### src/rtl/mem_arbiter.sv
// mem_arbiter: shares one synchronous single-port RAM between the CPU and a
// DMA/boot-loader engine. Round-robin between the two requesters, a CPU lock
// for read-modify-write sequences, and DMA-only ownership while boot is high.
// Each access takes three cycles: arbitration in IDLE, one grant cycle with
// mem_en high, and one ack cycle that returns the RAM read data.

module mem_arbiter #(
    parameter int unsigned WORD_SIZE = 16,
    parameter int unsigned ADDR_SIZE = 8
) (
    input  logic                 clk,
    input  logic                 rst,
    input  logic                 boot,
    input  logic                 cpu_req,
    input  logic                 cpu_we,
    input  logic                 cpu_lock,
    input  logic [ADDR_SIZE-1:0] cpu_addr,
    input  logic [WORD_SIZE-1:0] cpu_wdata,
    output logic                 cpu_ack,
    output logic [WORD_SIZE-1:0] cpu_rdata,
    input  logic                 dma_req,
    input  logic                 dma_we,
    input  logic [ADDR_SIZE-1:0] dma_addr,
    input  logic [WORD_SIZE-1:0] dma_wdata,
    output logic                 dma_ack,
    output logic [WORD_SIZE-1:0] dma_rdata,
    output logic                 mem_en,
    output logic                 mem_we,
    output logic [ADDR_SIZE-1:0] mem_addr,
    output logic [WORD_SIZE-1:0] mem_wdata,
    input  logic [WORD_SIZE-1:0] mem_rdata,
    output logic                 owner,
    output logic                 busy
);

    typedef enum logic [2:0] {
        IDLE    = 3'd0,
        GNT_CPU = 3'd1,
        ACK_CPU = 3'd2,
        GNT_DMA = 3'd3,
        ACK_DMA = 3'd4
    } state_t;

    state_t                 state;
    state_t                 state_next;
    logic                   locked;
    logic                   locked_next;
    logic                   owner_next;
    logic                   busy_next;
    logic                   mem_en_next;
    logic                   mem_we_next;
    logic [ADDR_SIZE-1:0]   mem_addr_next;
    logic [WORD_SIZE-1:0]   mem_wdata_next;
    logic                   cpu_ack_next;
    logic                   dma_ack_next;
    logic                   cpu_eligible;
    logic                   dma_eligible;

    // Boot shuts the CPU out and also overrides any CPU lock held against DMA.
    assign cpu_eligible = cpu_req & ~boot;
    assign dma_eligible = dma_req & ~(locked & ~boot);

    // Next-state, grant capture, lock tracking and registered-output values.
    always_comb begin
        state_next     = state;
        locked_next    = locked;
        owner_next     = owner;
        mem_en_next    = 1'b0;
        mem_we_next    = mem_we;
        mem_addr_next  = mem_addr;
        mem_wdata_next = mem_wdata;
        cpu_ack_next   = 1'b0;
        dma_ack_next   = 1'b0;

        case (state)
            IDLE: begin
                if (!cpu_lock) begin
                    locked_next = 1'b0;
                end
                // On a tie the requester that is not the last owner wins.
                if (cpu_eligible && (!dma_eligible || owner)) begin
                    state_next     = GNT_CPU;
                    owner_next     = 1'b0;
                    mem_en_next    = 1'b1;
                    mem_we_next    = cpu_we;
                    mem_addr_next  = cpu_addr;
                    mem_wdata_next = cpu_wdata;
                end else if (dma_eligible) begin
                    state_next     = GNT_DMA;
                    owner_next     = 1'b1;
                    mem_en_next    = 1'b1;
                    mem_we_next    = dma_we;
                    mem_addr_next  = dma_addr;
                    mem_wdata_next = dma_wdata;
                end
            end
            GNT_CPU: begin
                state_next   = ACK_CPU;
                cpu_ack_next = 1'b1;
            end
            ACK_CPU: begin
                state_next  = IDLE;
                locked_next = cpu_lock;
            end
            GNT_DMA: begin
                state_next   = ACK_DMA;
                dma_ack_next = 1'b1;
            end
            ACK_DMA: begin
                state_next = IDLE;
            end
            default: begin
                state_next = IDLE;
            end
        endcase

        busy_next = (state_next != IDLE);
    end

    // State and output registers; reset aborts any access in flight.
    always_ff @(posedge clk or posedge rst) begin
        if (rst) begin
            state     <= IDLE;
            locked    <= 1'b0;
            owner     <= 1'b1;
            busy      <= 1'b0;
            mem_en    <= 1'b0;
            mem_we    <= 1'b0;
            mem_addr  <= '0;
            mem_wdata <= '0;
            cpu_ack   <= 1'b0;
            dma_ack   <= 1'b0;
        end else begin
            state     <= state_next;
            locked    <= locked_next;
            owner     <= owner_next;
            busy      <= busy_next;
            mem_en    <= mem_en_next;
            mem_we    <= mem_we_next;
            mem_addr  <= mem_addr_next;
            mem_wdata <= mem_wdata_next;
            cpu_ack   <= cpu_ack_next;
            dma_ack   <= dma_ack_next;
        end
    end

    // RAM data arrives in the ack cycle, so it is steered straight through; writes return zero.
    assign cpu_rdata = (state == ACK_CPU && !mem_we) ? mem_rdata : WORD_SIZE'(0);
    assign dma_rdata = (state == ACK_DMA && !mem_we) ? mem_rdata : WORD_SIZE'(0);

endmodule

### config.mk
export PLATFORM = sky130hd
export DESIGN_NAME = mem_arbiter
export DESIGN_NICKNAME = d
export VERILOG_FILES = /design/src/rtl/mem_arbiter.sv
export SDC_FILE = /design/constraint.sdc
export NUM_CORES = 1
export LEC_CHECK = 0
export ABC_CLOCK_PERIOD_IN_PS = 3800
export CAP_MARGIN = 20
export CORE_MARGIN = 2
export CORE_UTILIZATION = 35
export DETAILED_ROUTE_END_ITERATION = 8
export PLACE_DENSITY = 0.82
export SKIP_CTS_REPAIR_TIMING = 1
export SLEW_MARGIN = 10
export SYNTH_ARGS = -nofsm -noshare
export SYNTH_HDL_FRONTEND = slang
export SYNTH_SLANG_ARGS = --single-unit
### constraint.sdc
create_clock -name clk -period 3.8 [get_ports clk]
set_input_delay 0.76 -clock clk [delete_from_list [all_inputs] [get_ports clk]]
set_output_delay 0.76 -clock clk [all_outputs]
set_load 0.01 [all_outputs]
==> out/results.tsv <==
metric	value	unit
outcome	finished, final reports clean	
drive_gt1_share	22.6	%
die_area	5810	sq um
cts_tree	done	
dpl.cell_count	346	
stdcell_count	353	
drv_cap	0	
die_x	76.2	um
routabilityCongestion	0.732	
ys.warnings.count	0	
routedWlPerCell	13.7	um
htree_levels	2	
path_cells	nand2b_1, nor3_2, and2_1, clkdlybuf4s50_1	
num_vias	1579	
die_y	76.2	um
rrSetupSlack	1.68	ns
synth_fa_ha_area_share	0	%
grt_max_degree	35	
grt_pass1_vias	1642	
synth_top_family_by_area	multiplexers	
viasPerCell	4.47	
initial_utilization	35.9	%
cp.buffers_inverters	1	
max_stage_delay	0.55	ns
p_leak	0.00132	uW
crit_path_end_kind	output port	
cts_sinks	34	
portBuffers	133	
setup.worst_path.start	state[2]$_DFF_PP0_	
track_usage	17.5	%
peakVddDrop	0.471	mV
drtAntennaViolNets	0	
num-nets-final	355	
clk_pin_slew	0.06	ns
critPathSlowestCell	nor3_2	
worstPathRequired	3.04	ns
max_freq	0.325	GHz
fin_worst_skew	0.00411	ns
rows	26	
syn_inst	147	
diodes	0	
synth_compound_area_share	2.13	%
ys_seq_area_share	46.7	%
worstSkewPairLatency	0.27	ns
critPathTopFamily	simple AND/OR/NAND/NOR gates	
cts_buffer_depth	2	
finalSetupTns	0	ns
post-route-period-util	80.8	%
postLayoutCoreUtil	65.0	%
cp-start-kind	flip-flop	
hold_class	flip-flop to flip-flop	
cts-root-buf	clkbuf_8	
synth_mux_area_share	31.3	%
cts_buffers	5	
ys_types	23	
core-area	5070	sq um
synth_nets	219	
synthXorXnorAreaFrac	0	%
area_growth	80.9	%
rsz0062_at_grt	no	
io_pins	134	
drv_slew	0	
grt_pass1_wl	8.18	mm
period_minus_slack	3.07	ns
yosys.area_share.simple	16.5	%
r2r-end	mem_wdata[6]$_DFFE_PP0P_	
p_total	1950	uW
worst-path-stages	4	
setup_viol	0	
synth.cell_area	1820	sq um
first_pass_iters	2	
worstMarginPinSlew	0.691	ns
endpoint	cpu_rdata[6]	
antenna_found_initial	0	
path_class	flip-flop to output port	
synth_area_per_cell	12.4	sq um
fillCellCount	433	
r2r_cells	5	
place_hpwl	3.82	mm
wl	4.85	mm
r2r_start	owner$_DFFE_PP1P_	
globalRouteOverflowTotal	0	
arrival	2.31	ns
worstPathMaxFanout	16	
relSlewSlack	53.7	%
hold_viol	0	
ys_seq_elements	34	
drc	0	
drt-initial-drc-count	52	
p_per_area	591	nW/um^2
cells in the mapped netlist:
library cell   n  area share [%]
mux2_2        49              30
buf_6          2             1.2
nor4_1         1            0.34
buf_2          4             1.1
nand2b_1       3             1.0
o21ai_2        1            0.48
and2b_1        1            0.41
o32a_1         1            0.55
inv_1          3            0.62
nor4b_1        1            0.48
a21oi_2        1            0.48
and2_1        32              11
clkbuf_1       2            0.41
or2_2          1            0.34
dfstp_2        1             1.4
nor3_1         2            0.55
a31oi_1        1            0.34
a21oi_1        1            0.27
nor4_4         1             1.2
dfrtp_1       33              45
nor3_2         1            0.55
nor2_1         3            0.62
mux2i_1        2             1.1
state kept, by name (all words and copies together), names as in the netlist:
register   count
dma_ack        1
owner          1
state          3
mem_we         1
mem_en         1
mem_wdata     16
locked         1
cpu_ack        1
mem_addr       8
busy           1
how the worst min path moves through the flow:
stage / startpoint / endpoint / depth (start not counted) / slack, ns
2_1_floorplan: locked$_DFFE_PP0P_ / locked$_DFFE_PP0P_ / 1 / 0.52
3_5_place_dp: mem_wdata[1]$_DFFE_PP0P_ / mem_wdata[1]$_DFFE_PP0P_ / 1 / 0.50
6_report: mem_wdata[15]$_DFFE_PP0P_ / mem_wdata[15]$_DFFE_PP0P_ / 1 / 0.51
3_3_place_gp: mem_wdata[4]$_DFFE_PP0P_ / mem_wdata[4]$_DFFE_PP0P_ / 1 / 0.49
4_1_cts: mem_wdata[15]$_DFFE_PP0P_ / mem_wdata[15]$_DFFE_PP0P_ / 1 / 0.51
5_1_grt: mem_addr[0]$_DFFE_PP0P_ / mem_addr[0]$_DFFE_PP0P_ / 1 / 0.52
through the flow:
stage / setup slack (ns) / hold slack, ns / instance area, sq um
after floorplan: 1.57 / 0.519 / 1820
after global placement: 0.849 / 0.490 / 3220
after detailed placement: 0.779 / 0.496 / 3220
after CTS: 0.695 / 0.514 / 3300
after global routing: 0.481 / 0.521 / 3300
final: 0.728 / 0.506 / 3300
power breakdown:
part           switching (uW)  total [uW]  internal (uW)
Clock                     118         244            126
Combinational             377        1030            656
Sequential                125         672            547
Total                     620        1950           1330
placed cells by master (no fill, tap or decap), drive strengths merged:
cell	n
inv	3
dfrtp	33
nand2b	3
o32a	1
and2b	1
clkbuf	7
buf	4
nor2	3
clkdlybuf4s50	133
and2	32
nor4	2
mux2i	2
dfstp	1
or2	1
nor3	3
nor4b	1
o21ai	1
mux2	49
a31oi	1
a21oi	2
cell families (layout without fill, tap and decap cells):
| kind of cell | after synthesis | count (layout) |
|---|---|---|
| simple gates | 46 | 46 |
| compound gates | 5 | 5 |
| flops | 34 | 34 |
| mux | 51 | 51 |
| buf+inv | 11 | 147 |
per-layer routing:
layer	routed length, um	GRT usage (%)
met4	88	5.45
met1	1980	20.6
met5	0	0
met2	2500	30.6
met3	272	5.09
cell type report:
class | instances | area (sq um) | share of cell area (%)
well taps | 70 | 87.6 | 2.65
flip-flops and latches | 34 | 852 | 25.8
multi-input cells | 102 | 911 | 27.6
clock buffers | 7 | 76.3 | 2.31
repair buffers | 137 | 1360 | 41.3
inverters | 3 | 11.3 | 0.341
Note: power is estimated with default switching activity, not from simulation.
